$ cat src/rtl/keypad_scan_ctrl_pkg.sv
// -----------------------------------------------------------------------------
// keypad_pkg
// Shared types and widths for the matrix-keypad scan controller.
//   state_e      : scan FSM states (SCAN, PRESS, RELEASE)
//   CODE_W/ROW_W/CNT_W : widths for the default keypad geometry
//   clog2_min1() : $clog2 that never returns 0, for sizing registers from
//                  per-instance parameters
// -----------------------------------------------------------------------------
package keypad_pkg;

  localparam int DIV_DEF      = 402;
  localparam int ROWS_DEF     = 4;
  localparam int COLS_DEF     = 4;
  localparam int DEBOUNCE_DEF = 4;

  localparam int CODE_W = $clog2(ROWS_DEF * COLS_DEF);
  localparam int ROW_W  = $clog2(ROWS_DEF);
  localparam int CNT_W  = $clog2(DEBOUNCE_DEF + 1);

  typedef enum logic [1:0] {
    SCAN    = 2'd0,
    PRESS   = 2'd1,
    RELEASE = 2'd2
  } state_e;

  function automatic int clog2_min1(input int v);
    return (v > 1) ? $clog2(v) : 1;
  endfunction

endpackage

$ cat src/rtl/keypad_scan_ctrl_if.sv
// -----------------------------------------------------------------------------
// keypad_scan_ctrl_if
// Key-code handshake between the scan controller and the register logic.
//   key_code  : accepted key, row*COLS+col
//   key_valid : key_code holds an unacknowledged key
//   key_ack   : consumer takes key_code this cycle
//   overflow  : sticky flag, a key was dropped while key_valid was high
// Modports: master = scan controller, slave = consumer.
// -----------------------------------------------------------------------------
interface keypad_scan_ctrl_if
  import keypad_pkg::*;
#(
  parameter int CODE_W = keypad_pkg::CODE_W
);

  logic [CODE_W-1:0] key_code;
  logic              key_valid;
  logic              key_ack;
  logic              overflow;

  modport master (
    output key_code,
    output key_valid,
    output overflow,
    input  key_ack
  );

  modport slave (
    input  key_code,
    input  key_valid,
    input  overflow,
    output key_ack
  );

endinterface

$ cat src/rtl/keypad_scan_ctrl_tick.sv
// -----------------------------------------------------------------------------
// keypad_tick
// Free-running divider producing a one-cycle tick every DIV clocks.
//   clk_in : system clock
//   reset  : synchronous active-high reset (counter restarts at 0)
//   tick   : high for one cycle when the counter sits at DIV-1
// The first tick is consumed DIV edges after reset is released.
// -----------------------------------------------------------------------------
module keypad_tick
  import keypad_pkg::*;
#(
  parameter int DIV = DIV_DEF
)(
  input  logic clk_in,
  input  logic reset,
  output logic tick
);

  localparam int W_DIV = clog2_min1(DIV);

  logic [W_DIV-1:0] r_cnt;

  always_ff @(posedge clk_in) begin
    if (reset) begin
      r_cnt <= '0;
    end else if (r_cnt == W_DIV'(DIV - 1)) begin
      r_cnt <= '0;
    end else begin
      r_cnt <= r_cnt + 1'b1;
    end
  end

  assign tick = (r_cnt == W_DIV'(DIV - 1));

endmodule

$ cat src/rtl/keypad_scan_ctrl.sv
// -----------------------------------------------------------------------------
// keypad_scan_ctrl
// Matrix-keypad scanner: steps an active-low row strobe on every divided
// tick, samples the synchronized columns, debounces press and release and
// hands accepted keys to the register side through a valid/ack handshake.
//   clk_in : system clock
//   reset  : synchronous active-high reset
//   row_o  : registered row drive, active-low, at most one bit low
//   col_i  : asynchronous active-low column sense
//   kif    : key_code / key_valid / key_ack / overflow handshake (master)
// -----------------------------------------------------------------------------
module keypad_scan_ctrl
  import keypad_pkg::*;
#(
  parameter int DIV      = DIV_DEF,
  parameter int ROWS     = ROWS_DEF,
  parameter int COLS     = COLS_DEF,
  parameter int DEBOUNCE = DEBOUNCE_DEF
)(
  input  logic                 clk_in,
  input  logic                 reset,
  output logic [ROWS-1:0]      row_o,
  input  logic [COLS-1:0]      col_i,
  keypad_scan_ctrl_if.master   kif
);

  localparam int W_CODE = clog2_min1(ROWS * COLS);
  localparam int W_ROW  = clog2_min1(ROWS);
  localparam int W_COL  = clog2_min1(COLS);
  localparam int W_CNT  = clog2_min1(DEBOUNCE + 1);

  logic              w_tick;

  logic [COLS-1:0]   r_col_p0;
  logic [COLS-1:0]   r_col_p1;
  logic [COLS-1:0]   w_low_vec;
  logic [W_COL-1:0]  w_low_idx;
  logic              w_any_low;
  logic              w_sel_low;

  state_e            r_state;
  state_e            w_state_nxt;
  logic [W_ROW-1:0]  r_row;
  logic [W_ROW-1:0]  w_row_nxt;
  logic [W_ROW-1:0]  w_row_inc;
  logic [W_COL-1:0]  r_cidx;
  logic [W_COL-1:0]  w_cidx_nxt;
  logic [W_CNT-1:0]  r_cnt;
  logic [W_CNT-1:0]  w_cnt_nxt;
  logic              w_accept;
  logic [W_CODE-1:0] w_code;

  logic [ROWS-1:0]   r_row_o;
  logic [W_CODE-1:0] r_key_code;
  logic              r_key_valid;
  logic              r_overflow;

  keypad_tick #(
    .DIV (DIV)
  ) u_tick (
    .clk_in (clk_in),
    .reset  (reset),
    .tick   (w_tick)
  );

  // Stage p0/p1: two-flop synchronizer on the asynchronous columns.
  // Idle (all ones) at reset so no phantom press is seen.
  always_ff @(posedge clk_in) begin
    if (reset) begin
      r_col_p0 <= '1;
      r_col_p1 <= '1;
    end else begin
      r_col_p0 <= col_i;
      r_col_p1 <= r_col_p0;
    end
  end

  assign w_low_vec = ~r_col_p1;
  assign w_any_low = |w_low_vec;
  assign w_sel_low = w_low_vec[r_cidx];

  // Lowest-index low column wins; scanning downward leaves the smallest.
  always_comb begin
    w_low_idx = '0;
    for (int i = COLS - 1; i >= 0; i--) begin
      if (((w_low_vec >> i) & COLS'(1)) != '0) begin
        w_low_idx = W_COL'(i);
      end
    end
  end

  assign w_row_inc = (r_row == W_ROW'(ROWS - 1)) ? '0 : r_row + 1'b1;

  always_comb begin
    w_state_nxt = r_state;
    w_row_nxt   = r_row;
    w_cidx_nxt  = r_cidx;
    w_cnt_nxt   = r_cnt;
    w_accept    = 1'b0;
    if (w_tick) begin
      unique case (r_state)
        SCAN: begin
          if (w_any_low) begin
            w_cidx_nxt = w_low_idx;
            // With a one-sample debounce the first sighting already qualifies.
            if (DEBOUNCE <= 1) begin
              w_accept    = 1'b1;
              w_state_nxt = RELEASE;
              w_cnt_nxt   = '0;
            end else begin
              w_state_nxt = PRESS;
              w_cnt_nxt   = W_CNT'(1);
            end
          end else begin
            w_row_nxt = w_row_inc;
          end
        end
        PRESS: begin
          if (w_sel_low) begin
            if (r_cnt == W_CNT'(DEBOUNCE - 1)) begin
              w_accept    = 1'b1;
              w_state_nxt = RELEASE;
              w_cnt_nxt   = '0;
            end else begin
              w_cnt_nxt = r_cnt + 1'b1;
            end
          end else begin
            w_state_nxt = SCAN;
            w_row_nxt   = w_row_inc;
            w_cnt_nxt   = '0;
          end
        end
        RELEASE: begin
          if (!w_sel_low) begin
            if (r_cnt == W_CNT'(DEBOUNCE - 1)) begin
              w_state_nxt = SCAN;
              w_row_nxt   = w_row_inc;
              w_cnt_nxt   = '0;
            end else begin
              w_cnt_nxt = r_cnt + 1'b1;
            end
          end else begin
            // Any bounce back to low restarts the release count.
            w_cnt_nxt = '0;
          end
        end
        default: begin
          w_state_nxt = SCAN;
          w_cnt_nxt   = '0;
        end
      endcase
    end
  end

  // Column index of the accepting tick is w_cidx_nxt: in SCAN it is the
  // freshly captured column, elsewhere it equals r_cidx.
  assign w_code = W_CODE'(r_row) * W_CODE'(COLS) + W_CODE'(w_cidx_nxt);

  // Stage p2: FSM state and registered row strobe, driven from the next row
  // so the strobe moves on the cycle after the deciding tick.
  always_ff @(posedge clk_in) begin
    if (reset) begin
      r_state <= SCAN;
      r_row   <= '0;
      r_cidx  <= '0;
      r_cnt   <= '0;
      r_row_o <= '1;
    end else begin
      r_state <= w_state_nxt;
      r_row   <= w_row_nxt;
      r_cidx  <= w_cidx_nxt;
      r_cnt   <= w_cnt_nxt;
      r_row_o <= ~(ROWS'(1) << w_row_nxt);
    end
  end

  // Output handshake: an ack in the accepting cycle frees the slot for the
  // new key, otherwise a pending key blocks it and the drop is flagged.
  always_ff @(posedge clk_in) begin
    if (reset) begin
      r_key_code  <= '0;
      r_key_valid <= 1'b0;
      r_overflow  <= 1'b0;
    end else if (w_accept) begin
      if (r_key_valid && !kif.key_ack) begin
        r_overflow <= 1'b1;
      end else begin
        r_key_code  <= w_code;
        r_key_valid <= 1'b1;
      end
    end else if (kif.key_ack) begin
      r_key_valid <= 1'b0;
    end
  end

  assign row_o         = r_row_o;
  assign kif.key_code  = r_key_code;
  assign kif.key_valid = r_key_valid;
  assign kif.overflow  = r_overflow;

endmodule

$ cat src/flat_wrapper.sv
// flat-port wrapper written by rule: the top's interface ports become plain ports
module keypad_scan_ctrl_flat import keypad_pkg::*;
#(
  parameter int DIV      = DIV_DEF,
  parameter int ROWS     = ROWS_DEF,
  parameter int COLS     = COLS_DEF,
  parameter int DEBOUNCE = DEBOUNCE_DEF
)
  (clk_in, reset, row_o, col_i, kif_key_code, kif_key_valid, kif_overflow, kif_key_ack);
  keypad_scan_ctrl_if #(.CODE_W(4)) kif_i ();
  input  logic clk_in;
  input  logic reset;
  output logic [ROWS-1:0] row_o;
  input  logic [COLS-1:0] col_i;
  output wire logic [$bits(kif_i.key_code)-1:0] kif_key_code;
  output wire logic [$bits(kif_i.key_valid)-1:0] kif_key_valid;
  output wire logic [$bits(kif_i.overflow)-1:0] kif_overflow;
  input wire logic [$bits(kif_i.key_ack)-1:0] kif_key_ack;
  assign kif_key_code = kif_i.key_code;
  assign kif_key_valid = kif_i.key_valid;
  assign kif_overflow = kif_i.overflow;
  assign kif_i.key_ack = kif_key_ack;
  keypad_scan_ctrl #(.DIV(DIV), .ROWS(ROWS), .COLS(COLS), .DEBOUNCE(DEBOUNCE)) u_core (.clk_in(clk_in), .reset(reset), .row_o(row_o), .col_i(col_i), .kif(kif_i));
endmodule
$ cat config.mk
export PLATFORM = sky130hd
export DESIGN_NAME = keypad_scan_ctrl_flat
export DESIGN_NICKNAME = d
export VERILOG_FILES = /design/src/rtl/keypad_scan_ctrl_pkg.sv /design/src/rtl/keypad_scan_ctrl_if.sv /design/src/rtl/keypad_scan_ctrl_tick.sv /design/src/rtl/keypad_scan_ctrl.sv /design/src/flat_wrapper.sv
export SDC_FILE = /design/constraint.sdc
export NUM_CORES = 1
export LEC_CHECK = 0
export ABC_AREA = 1
export CORE_MARGIN = 8
export CORE_UTILIZATION = 40
export CTS_CLUSTER_SIZE = 14
export DETAILED_ROUTE_END_ITERATION = 10
export HOLD_SLACK_MARGIN = 0.15
export PLACE_DENSITY = 0.66
export SYNTH_ARGS = -nofsm -noshare
export SYNTH_HDL_FRONTEND = slang
export SYNTH_SLANG_ARGS = --single-unit
export TNS_END_PERCENT = 20
$ cat constraint.sdc
create_clock -name clk_in -period 4.1 [get_ports clk_in]
set_input_delay 0.82 -clock clk_in [delete_from_list [all_inputs] [get_ports clk_in]]
set_output_delay 0.82 -clock clk_in [all_outputs]
set_load 0.01 [all_outputs]
Yosys cells after proc, flatten, opt, wreduce, memory -nomap -nowiden
Index checks and enable logic that the tools add are counted.
{"block": "totals", "out_inout_bits": 10, "input_bits": 7, "elab_cells": 75, "regBits": 36}
{"block": "op_classes", "bitwise": 3, "n_reduce_logical": 11, "eq_ne": 10, "order_cmp": 1, "mux": 34, "shifts": 1, "add_sub_neg": 4}
{"op": "$mux 2", "n": 18}
{"op": "$mux 3", "n": 4}
{"op": "$pmux 2 s3", "n": 2}
{"op": "$add 9x1->9 const B", "n": 1}
{"op": "$eq 9x9->1 const B", "n": 1}
{"op": "$pmux 3 s3", "n": 1}
{"op": "$mux 1", "n": 8}
{"op": "$not 4->4", "n": 2}
{"op": "$reduce_and 2->1", "n": 4}
{"op": "$reduce_and 5->1", "n": 1}
{"op": "$add 4x2->4", "n": 1}
{"op": "$eq 2x2->1 const B", "n": 2}
{"op": "$ne 2x1->1 const B", "n": 2}
{"op": "$ne 2x2->1 const B", "n": 2}
{"op": "$reduce_or 4->1", "n": 1}
{"op": "$shl 1x2->4 const A", "n": 1}
{"op": "$add 3x1->3 const B", "n": 1}
{"op": "$eq 3x2->1 const B", "n": 1}
{"op": "$lt 2x3->1 const B", "n": 1}
{"op": "$ne 3x3->1 const B", "n": 1}
{"op": "$add 2x1->2 const B", "n": 1}
{"op": "$bmux 1 s2", "n": 1}
{"op": "$eq 2x1->1 const B", "n": 1}
{"op": "$logic_not 2->1", "n": 1}
{"op": "5 further kinds", "n": 5}

Longest topological paths before layout
Gate-level depths: netlist of run 1.
{"block": "logic_depth", "ltp_word": 9, "depth_mapped": 11}

Hierarchy
Synthesis of run 1 repeated with hierarchy kept, for this count alone.
{"block": "unflattened", "cells_unflattened": 247, "area_unflattened_um2": 1808.0}
{"mod": "keypad_scan_ctrl", "seq_area_each_um2": 540.5, "n_inst": 1, "area_per_inst_um2": 1277.5, "cells_each": 173}
{"mod": "keypad_tick", "seq_area_each_um2": 180.2, "n_inst": 1, "area_per_inst_um2": 530.5, "cells_each": 74}

Least setup slack after synthesis of run 1
Ideal clock, no wire load.
{"block": "synth_path", "kind": "input to register", "start": "input port reset", "end": "register u_core.u_tick.r_cnt[5]", "slack_ps": 2569, "setup_time_ps": 131, "cell_stages": 4, "t_arrival_ps": 1399, "path_cell_list": "buf_2 > clkinv_1 > nand2_2 > nor3_1"}
{"block": "synth_via", "elab_chain_len": 1}
{"item": "from (decl)", "line": "flat_wrapper.sv:12", "source": "input logic reset;"}
{"item": "$reduce_or 2->1 (no line)"}
{"item": "to (signal assigned)", "line": "keypad_scan_ctrl_tick.sv:29", "source": "r_cnt <= r_cnt + 1'b1;"}
{"item": "to (decl)", "line": "keypad_scan_ctrl_tick.sv:21", "source": "logic [W_DIV-1:0] r_cnt;"}
Every way passes these cells.
A chain may end at the register's enable or synchronous reset.

Worst setup path in the final report of run 1
Ends and elaborated chain as after synthesis.

==> results of run 1 <==
## cell families after synthesis
logic type,count (synthesis),synth area share [%]
AO/OA/AOI/OAI,18,5.65
AND/OR/NAND/NOR,135,42.3
buffers and inverters,32,7.46
adder cells (fa/ha/maj),4,2.90
flip-flops,36,41.7
## power groups by stage
stage                     Combinational (mW)  Sequential, mW  Clock (mW)
after floorplan                       0.0228           0.367           0
after global placement                0.0317           0.368           0
after detailed placement              0.0320           0.368           0
after CTS                             0.0321           0.360       0.239
after global routing                  0.0354           0.361       0.254
final                                 0.0311           0.360       0.228
## critical path, stage by stage
cell,delay [ns]
clkdlybuf4s50_1,0.86
clkinv_1,0.39
nand2_2,0.28
nor3_1,0.08
## stage by stage
step	hold slack, ns	power (mW)
6_report	0.407	0.619
3_5_place_dp	0.393	0.400
2_1_floorplan	0.389	0.390
5_1_grt	0.416	0.651
4_1_cts	0.409	0.632
3_3_place_gp	0.398	0.400
## worst max-delay path by stage
stage | from | end | cells after the start
3_5_place_dp | reset | u_core.u_tick.r_cnt[5]$_SDFF_PP0_ | 4
6_report | reset | u_core.u_tick.r_cnt[5]$_SDFF_PP0_ | 4
4_1_cts | reset | u_core.u_tick.r_cnt[5]$_SDFF_PP0_ | 4
5_1_grt | reset | u_core.u_tick.r_cnt[5]$_SDFF_PP0_ | 4
3_3_place_gp | reset | u_core.u_tick.r_cnt[5]$_SDFF_PP0_ | 4
2_1_floorplan | reset | u_core.u_tick.r_cnt[5]$_SDFF_PP0_ | 4
## flip-flops by register name, indices dropped and copies added, names as in the netlist
signal,cells
u_core.u_tick.r_cnt,9
u_core.row_o,4
u_core.r_cidx,2
u_core.r_col_p0,4
u_core.r_state,2
u_core.kif.overflow,1
u_core.kif.key_valid,1
u_core.r_row,2
u_core.kif.key_code,4
u_core.r_cnt,3
u_core.r_col_p1,4
## cells in the mapped netlist
master | n | share of area (%)
a21oi_1 | 10 | 2.9
a21oi_2 | 1 | 0.51
and3_2 | 2 | 0.87
buf_2 | 1 | 0.29
buf_6 | 1 | 0.65
clkinv_1 | 1 | 0.22
dfxtp_1 | 36 | 42
ha_1 | 4 | 2.9
inv_1 | 22 | 4.8
inv_2 | 7 | 1.5
nand2_1 | 52 | 11
nand2_2 | 5 | 1.8
nand2_4 | 3 | 2.0
nand3_1 | 9 | 2.6
nand3_2 | 4 | 2.3
nand3_4 | 1 | 1.0
nand3b_1 | 1 | 0.43
nand4_1 | 2 | 0.72
nand4_4 | 1 | 1.2
nor2_1 | 27 | 5.9
nor2_2 | 5 | 1.8
nor2_4 | 6 | 3.9
nor3_1 | 4 | 1.2
nor3_2 | 2 | 1.2
nor3b_1 | 2 | 0.87
nor4_1 | 1 | 0.36
o21ai_0 | 4 | 1.2
o21ai_1 | 2 | 0.58
o21ai_2 | 1 | 0.51
or2_2 | 8 | 2.9
## layout make-up
type | instances | area [sq um]
Tap cell | 52 | 65.1
Clock buffer | 6 | 72.6
Clock inverter | 1 | 5.00
Sequential cell | 36 | 721
Inverter | 30 | 113
Timing Repair Buffer | 16 | 160
Fill cell | 439 | 2250
Multi-Input combinational cell | 157 | 878
## metal layers
metal  vias to the layer above  share of wire, %
met4                         0              0.23
met5                         -                 0
met2                        18                46
li1                        743                 -
met1                       594                49
met3                         2               4.5
==> impl_metrics.csv, run 1 <==
group,metric,value,unit
cts,cts_root_buf,"clkbuf_8",
setup_path,ff2ff_path_depth,10,
pwr,intPower,486,uW
routing,wl_per_cell,10.0,microns
setup_path,r2r_start,"u_core.u_tick.r_cnt[0]$_SDFF_PP0_",
routing,via_per_inst,4.55,
sta,fin_skew,0.00797,ns
global_route,grt_start_max_net_pins,20,
sta,fmax,0.439,GHz
sta,tightest_slew,0.607,ns
logic_synthesis,synth_cell_types,30,
setup_path,endpoint_kind,"flip-flop",
logic_synthesis,syn_inst,225,
cts,cts_tree,"built",
placement,placed_area,1940,sq um
pwr,power_leakage,0.889,nW
routing,num_vias,1357,
routing,drt_iter0_markers,63,
logic_synthesis,ys_ff_latch,36,
routing,postRouteWirelength,2990,microns
placement,place_worst_setup_slack,1.44,ns
run,cap_violations,0,
cts,cts.clk_slew.worst_paths,0.07,ns
layout,antenna_cells,0,
setup_path,critPathKind,"in -> reg",
logic_synthesis,syn_avg_cell_area,7.68,sq um
layout,final_cell_mix,"nand2_1 (52), dfxtp_1 (36), nor2_1 (27)",
setup_path,r2r_setup_slack,2.52,ns
pwr,clkPwrFrac,36.8,%
sta,setup_ws,1.82,ns
placement,hpwl,2320,microns
cts,cts_sinks,36,
logic_synthesis,synth_area,1730,sq um
layout,syn2layout_area_growth,16.6,%
die,std_cell_rows,24,
setup_path,cp.required,4.25,ns
routing,firstDrtPassIters,4,
sta,finalHoldViolations,0,
hold_path,hold_depth,1,
global_route,use_met2,16.9,%
layout,final_common_cell,"nand2_1",
pwr,combPwrFrac,5.0,%
setup_path,cp_max_fo,19,
placement,dp.cells,291,
pwr,powerDensity,307,nW/um^2
sta,drv_slew,0,
global_route,antenna_found_initial,0,
cts,post-cts-setup-buffers,0,
routing,ant_nets,0,
global_route,grt_busiest_layer,"met2",
global_route,grtUsageTotal,10.3,%
die,fp.dieH,81.7,microns
die,initial_utilization,40.5,%
hold_path,worstHoldStart,"u_core.r_col_p0[2]$_SDFF_PP1_",
logic_synthesis,yosysSeqAreaShare,41.7,%
pwr,switching_share,21.5,%
cts,cts_made_buffers,5,
global_route,met1_usage,12.7,%
run_status,status,"finished, final reports clean",
global_route,grt_pass1_wl,5580,microns
logic_synthesis,ys_warn_count,0,
cts,htreeDepth,2,
sta,min_period_over_period,55.5,%
global_route,grt_pass1_vias,1335,
routing,drcViolationCount,0,
cts,clkLatencyLatePin,0.28,ns
global_route,grt_overflow,0,
global_route,grt_use_met3,3.17,%
pwr,p_seq_share,58.2,%
layout,post-route-util,47.2,%
setup_path,rr_endpoint,"u_core.row_o[0]$_SDFF_PP1_",
die,pin_count,17,
die,coreArea,4260,sq um
hold_path,min_to,"u_core.r_col_p1[2]$_SDFF_PP1_",
layout,nets,257,
cts,clk_path_buf_depth,2,
setup_path,cp-start-kind,"primary input",
die,chipWidth,81.7,microns
setup_path,arrival,2.43,ns
pwr,peakVddDrop,216,uV
layout,drive_gt1_share,21.1,%
hold_path,hold_class,"reg -> reg",
layout,design_area,2010,sq um
placement,port_buffers,16,
sta,setup_violations,0,
die,die_area,6680,sq um
layout,stdcell_count,298,
placement,gp_congestion,0.870,
sta,max_slew_margin,59.4,%
sta,layout_min_cycle_time,2.28,ns
cts,cts-resized-gates,0,
pwr,switching_power,133,uW
cts,hold_buffers,0,
sta,setup_tns,0,ns
sta,rsz0062_at_grt,"false",
logic_synthesis,synth_nets,236,
Power figures use the tool's default switching activity.
==> run 2, diff against run 1 <==
==> constraint.sdc (replaced) <==
create_clock -name clk_in -period 2.3 [get_ports clk_in]
set_input_delay 0.46 -clock clk_in [delete_from_list [all_inputs] [get_ports clk_in]]
set_output_delay 0.46 -clock clk_in [all_outputs]
set_load 0.01 [all_outputs]
==> run 2 against run 1 <==
Net effect: sequential cell count unchanged; worst setup slack lost 1.1 ns; register-to-register slack lost 1.7 ns; combinational power increased by 90%; largest cell class unchanged; largest power group unchanged; critical endpoint is now kif_key_code[0]; global-route usage fell by 0.25 points; sequential power rose by 78%.
==> impl_metrics.csv, run 2 (synthesized netlist as in run 1, its figures left out) <==
group,metric,value,unit
die,fp.dieH,81.7,microns
routing,wl_per_cell,10.2,microns
layout,largest_register_ffs,9,
sta,max_slew_margin,66.5,%
cts,hold_buffers,0,
layout,final_common_cell,"nand2_1",
cts,cts_sinks,36,
routing,firstDrtPassIters,4,
routing,num_vias,1416,
placement,place_worst_setup_slack,0.589,ns
global_route,antenna_found_initial,0,
setup_path,cp_max_fo,2,
layout,fill_cells,433,
layout,drive_gt1_share,22.2,%
setup_path,cp.required,1.84,ns
setup_path,critPathKind,"reg -> out",
placement,hpwl,2370,microns
cts,post-cts-setup-buffers,0,
cts,cts-resized-gates,0,
sta,setup_ws,0.678,ns
sta,drv_slew,0,
pwr,intPower,876,uW
hold_path,hold_class,"reg -> reg",
pwr,p_seq_share,55.1,%
setup_path,arrival,1.16,ns
run_status,status,"finished, final reports clean",
cts,cts_made_buffers,5,
cts,cts_root_buf,"clkbuf_8",
routing,postRouteWirelength,3060,microns
setup_path,endpoint_kind,"primary output",
layout,antenna_cells,0,
sta,setup_tns,0,ns
layout,top_register,"u_core.u_tick.r_cnt",
layout,final_cell_mix,"nand2_1 (52), dfxtp_1 (36), nor2_1 (27)",
placement,gp_congestion,0.852,
sta,min_period_over_period,70.5,%
cts,clk_path_buf_depth,2,
setup_path,crit_buf_inv,1,
pwr,combPwrFrac,5.1,%
routing,drcViolationCount,0,
setup_path,crit_family,"buffers and inverters",
pwr,clkPwrFrac,39.8,%
cts,cts_tree,"built",
setup_path,slowest_stage,"clkdlybuf4s50_1",
cts,htreeDepth,2,
die,coreArea,4260,sq um
routing,drt_iter0_markers,64,
die,chipWidth,81.7,microns
pwr,switching_share,24.7,%
setup_path,slowest_delay,0.54,ns
pwr,peakVddDrop,283,uV
die,pin_count,17,
global_route,grt_overflow,0,
sta,finalHoldViolations,0,
routing,via_per_inst,4.72,
global_route,grt_start_max_net_pins,19,
run,cap_violations,0,
global_route,grtUsageTotal,10.1,%
routing,ant_nets,0,
global_route,grt_pass1_vias,1276,
layout,nets,258,
die,die_area,6680,sq um
pwr,switching_power,287,uW
pwr,power_leakage,0.893,nW
die,initial_utilization,40.5,%
cts,clkLatencyLatePin,0.30,ns
pwr,powerDensity,571,nW/um^2
cts,cts.clk_slew.worst_paths,0.08,ns
sta,layout_min_cycle_time,1.62,ns
sta,fin_skew,0.00980,ns
setup_path,path_cells,"clkdlybuf4s50_1",
sta,rsz0062_at_grt,"false",
global_route,grt_pass1_wl,5290,microns
sta,fmax,0.617,GHz
die,std_cell_rows,24,
setup_path,cp-start-kind,"flip-flop",
sta,tightest_slew,0.497,ns
pwr,total_power,1.16,mW
sta,setup_violations,0,
layout,syn2layout_area_growth,17.9,%
placement,port_buffers,16,
## run 2: power by group through the flow
stage               Clock, mW  Combinational [mW]  Sequential, mW
finish                  0.463              0.0590           0.641
global route            0.506              0.0668           0.643
CTS                     0.476              0.0600           0.641
detailed placement          0              0.0599           0.656
global placement            0              0.0587           0.656
floorplan                   0              0.0406           0.655
## run 2: routing by layer
| layer | track usage, % | share of wire [%] | vias to the layer above |
|---|---|---|---|
| met5 | 0 | 0 | - |
| met4 | 5.26 | 2.3 | 0 |
| met3 | 3.06 | 4.7 | 8 |
| met2 | 16.5 | 44 | 27 |
| met1 | 11.6 | 49 | 633 |
| li1 | - | - | 748 |
## run 2: layout make-up
cell class | instances | area, sq um | share of cell area (%)
Multi-Input combinational cell | 157 | 878 | 43.1
Sequential cell | 36 | 721 | 35.4
Timing Repair Buffer | 17 | 168 | 8.23
Inverter | 30 | 113 | 5.53
Clock buffer | 5 | 68.8 | 3.38
Tap cell | 52 | 65.1 | 3.19
Clock inverter | 3 | 23.8 | 1.17
## run 2: final timing paths
check                                           start                             to  slack, ns  depth (start not counted)
hold reg to reg         u_core.r_col_p0[0]$_SDFF_PP1_  u_core.r_col_p1[0]$_SDFF_PP1_       0.41                          1
setup / recovery  u_core.kif.key_code[0]$_SDFFE_PP0P_                kif_key_code[0]       0.68                          1
setup reg to reg    u_core.u_tick.r_cnt[0]$_SDFF_PP0_     u_core.row_o[0]$_SDFF_PP1_       0.78                         10
hold / removal          u_core.r_col_p0[0]$_SDFF_PP1_  u_core.r_col_p1[0]$_SDFF_PP1_       0.41                          1
## run 2: metrics by stage
stage	cells	utilization, %	hold WS [ns]	instance area, sq um
after detailed placement	292	45.6	0.395	1940
after global routing	300	47.8	0.427	2040
after CTS	300	47.8	0.414	2040
after global placement	292	45.6	0.393	1940
after floorplan	225	-	0.389	1730
final	300	47.8	0.410	2040
==> run 3, diff against run 2 <==
--- a/config.mk
+++ b/config.mk
@@ -11,7 +11,7 @@
 export CTS_CLUSTER_SIZE = 14
 export DETAILED_ROUTE_END_ITERATION = 10
 export HOLD_SLACK_MARGIN = 0.15
-export PLACE_DENSITY = 0.66
+export PLACE_DENSITY = 0.69
 export SYNTH_ARGS = -nofsm -noshare
 export SYNTH_HDL_FRONTEND = slang
 export SYNTH_SLANG_ARGS = --single-unit
==> constraint.sdc (replaced) <==
create_clock -name clk_in -period 1.45 [get_ports clk_in]
set_input_delay 0.29 -clock clk_in [delete_from_list [all_inputs] [get_ports clk_in]]
set_output_delay 0.29 -clock clk_in [all_outputs]
set_load 0.01 [all_outputs]
==> run 3 against run 2 <==
Net effect: the flow now finishes with violations (negative setup slack); count of clock-buffer cells in the layout is 1 higher; worst hold slack hardly changed; largest cell class unchanged; utilization is 3.3 points higher.
==> impl_metrics.csv, run 3 (synthesized netlist as in run 1, its figures left out) <==
group,metric,value,unit
run_status,status,"finished, violations left",
run_status,violations,"negative setup slack",
cts,clk_path_buf_depth,2,
placement,hpwl,2390,microns
layout,largest_register_ffs,9,
pwr,switching_power,414,uW
die,pin_count,17,
global_route,grt_start_max_net_pins,12,
sta,setup_violations,1,
sta,fmax,0.688,GHz
layout,design_area,2180,sq um
cts,cts_made_buffers,5,
sta,drv_slew,0,
layout,antenna_cells,0,
layout,multi_input_area,931,sq um
layout,ff_latch_area,724,sq um
cts,clkLatencyLatePin,0.28,ns
cts,htreeDepth,2,
sta,finalHoldViolations,0,
global_route,antenna_found_initial,0,
placement,gp_congestion,0.883,
pwr,switching_share,20.8,%
routing,ant_nets,0,
routing,drt_iter0_markers,71,
routing,wl_per_cell,10.4,microns
setup_path,r2r_setup_slack,-0.003,ns
placement,place_worst_setup_slack,-0.0288,ns
global_route,grt_overflow,0,
global_route,grt_pass1_wl,5800,microns
layout,post-route-util,51.1,%
sta,tightest_slew,0.322,ns
sta,fin_skew,0.00470,ns
placement,port_buffers,16,
routing,via_per_inst,4.61,
routing,drcViolationCount,0,
run,cap_violations,0,
sta,layout_min_cycle_time,1.45,ns
setup_path,cp_max_fo,7,
sta,rsz0062_at_grt,"true",
die,coreArea,4260,sq um
cts,cts_sinks,36,
cts,cts_tree,"built",
setup_path,cp-start-kind,"flip-flop",
layout,nets,268,
die,die_area,6680,sq um
setup_path,arrival,1.64,ns
die,fp.dieH,81.7,microns
placement,dp.cells,300,
cts,cts.clk_slew.worst_paths,0.07,ns
global_route,grtUsageTotal,11.1,%
sta,worst_hold_slack,0.411,ns
pwr,combPwrFrac,5.8,%
setup_path,critPathKind,"reg -> reg",
die,chipWidth,81.7,microns
setup_path,endpoint_kind,"flip-flop",
die,std_cell_rows,24,
setup_path,cp.required,1.63,ns
pwr,intPower,1.58,mW
layout,syn2layout_area_growth,26.1,%
pwr,power_leakage,1.00,nW
global_route,grt_pass1_vias,1374,
sta,min_period_over_period,100,%
layout,top_register,"u_core.u_tick.r_cnt",
pwr,peakVddDrop,593,uV
layout,final_common_cell,"nand2_1",
sta,max_slew_margin,78.4,%
layout,drive_gt1_share,31.0,%
layout,stdcell_count,310,
pwr,p_seq_share,51.3,%
layout,fill_cells,414,
cts,hold_buffers,0,
routing,postRouteWirelength,3230,microns
sta,setup_ws,-0.00276,ns
routing,firstDrtPassIters,4,
layout,final_cell_mix,"nand2_1 (47), dfxtp_1 (33), nor2_1 (24)",
cts,cts_root_buf,"clkbuf_8",
pwr,clkPwrFrac,42.9,%
hold_path,hold_class,"reg -> reg",
placement,placed_area,2000,sq um
pwr,powerDensity,914,nW/um^2
die,initial_utilization,40.5,%
routing,num_vias,1430,
[run 3: cell types whose count changed in the layout (fill, tap and decap cells not counted), moves of 5 or more]
cell             before  now
buf_4                 1   11
nand2_1              52   47
clkdlybuf4s50_1      16   10
dlygate4sd2_1         0    6
[run 3: area by class of cell]
| type | count | share of cell area (%) |
|---|---|---|
| multi-input cells | 157 | 42.7 |
| flip-flops and latches | 36 | 33.3 |
| repair buffers | 27 | 10.8 |
| inverters | 30 | 5.28 |
| clock buffers | 6 | 3.33 |
| well taps | 52 | 2.99 |
| clock inverters | 2 | 1.61 |
[run 3: power groups by stage]
| stage | Clock, mW | Sequential (mW) | Combinational (mW) |
|---|---|---|---|
| detailed placement | 0 | 1.04 | 0.102 |
| finish | 0.854 | 1.02 | 0.116 |
| global route | 0.939 | 1.02 | 0.129 |
| CTS | 0.878 | 1.02 | 0.104 |
| global placement | 0 | 1.04 | 0.101 |
| floorplan | 0 | 1.04 | 0.0643 |
[run 3: critical path: stages, from the launching register on]
cell,delay [ns]
dfxtp_2,0.37
ha_4,0.15
nand2_4,0.05
nor2_4,0.16
nand2_4,0.13
nor2_4,0.11
nand3_2,0.08
nand2_2,0.09
nand2_2,0.07
nor2_2,0.10
nand2_1,0.05
[run 3: stage by stage]
| stage | total power, mW | setup TNS [ns] |
|---|---|---|
| floorplan | 1.10 | 0 |
| CTS | 2.00 | -0.00975 |
| detailed placement | 1.14 | -0.0347 |
| finish | 1.99 | -0.00276 |
| global placement | 1.14 | 0 |
| global route | 2.09 | -0.745 |
[run 3: final timing paths]
kind | to | from | depth (start not counted)
min | u_core.r_col_p1[1]$_SDFF_PP1_ | u_core.r_col_p0[1]$_SDFF_PP1_ | 1
min reg2reg | u_core.r_col_p1[1]$_SDFF_PP1_ | u_core.r_col_p0[1]$_SDFF_PP1_ | 1
max reg2reg | u_core.row_o[0]$_SDFF_PP1_ | u_core.u_tick.r_cnt[0]$_SDFF_PP0_ | 10
max | u_core.row_o[0]$_SDFF_PP1_ | u_core.u_tick.r_cnt[0]$_SDFF_PP0_ | 10
[run 3: per-layer routing]
layer,global-route usage (%),part of all wire (%),vias to the layer above
li1,-,-,766
met1,13.6,49,641
met2,17.7,45,17
met3,2.95,3.4,6
met4,5.26,2.0,0
met5,0,0,-
[run 3: repair_timing]
action	in CTS	in global routing
pin swaps	4	10
setup buffers	1	1
endpoints found under the setup margin	12	25
resized for setup	10	16
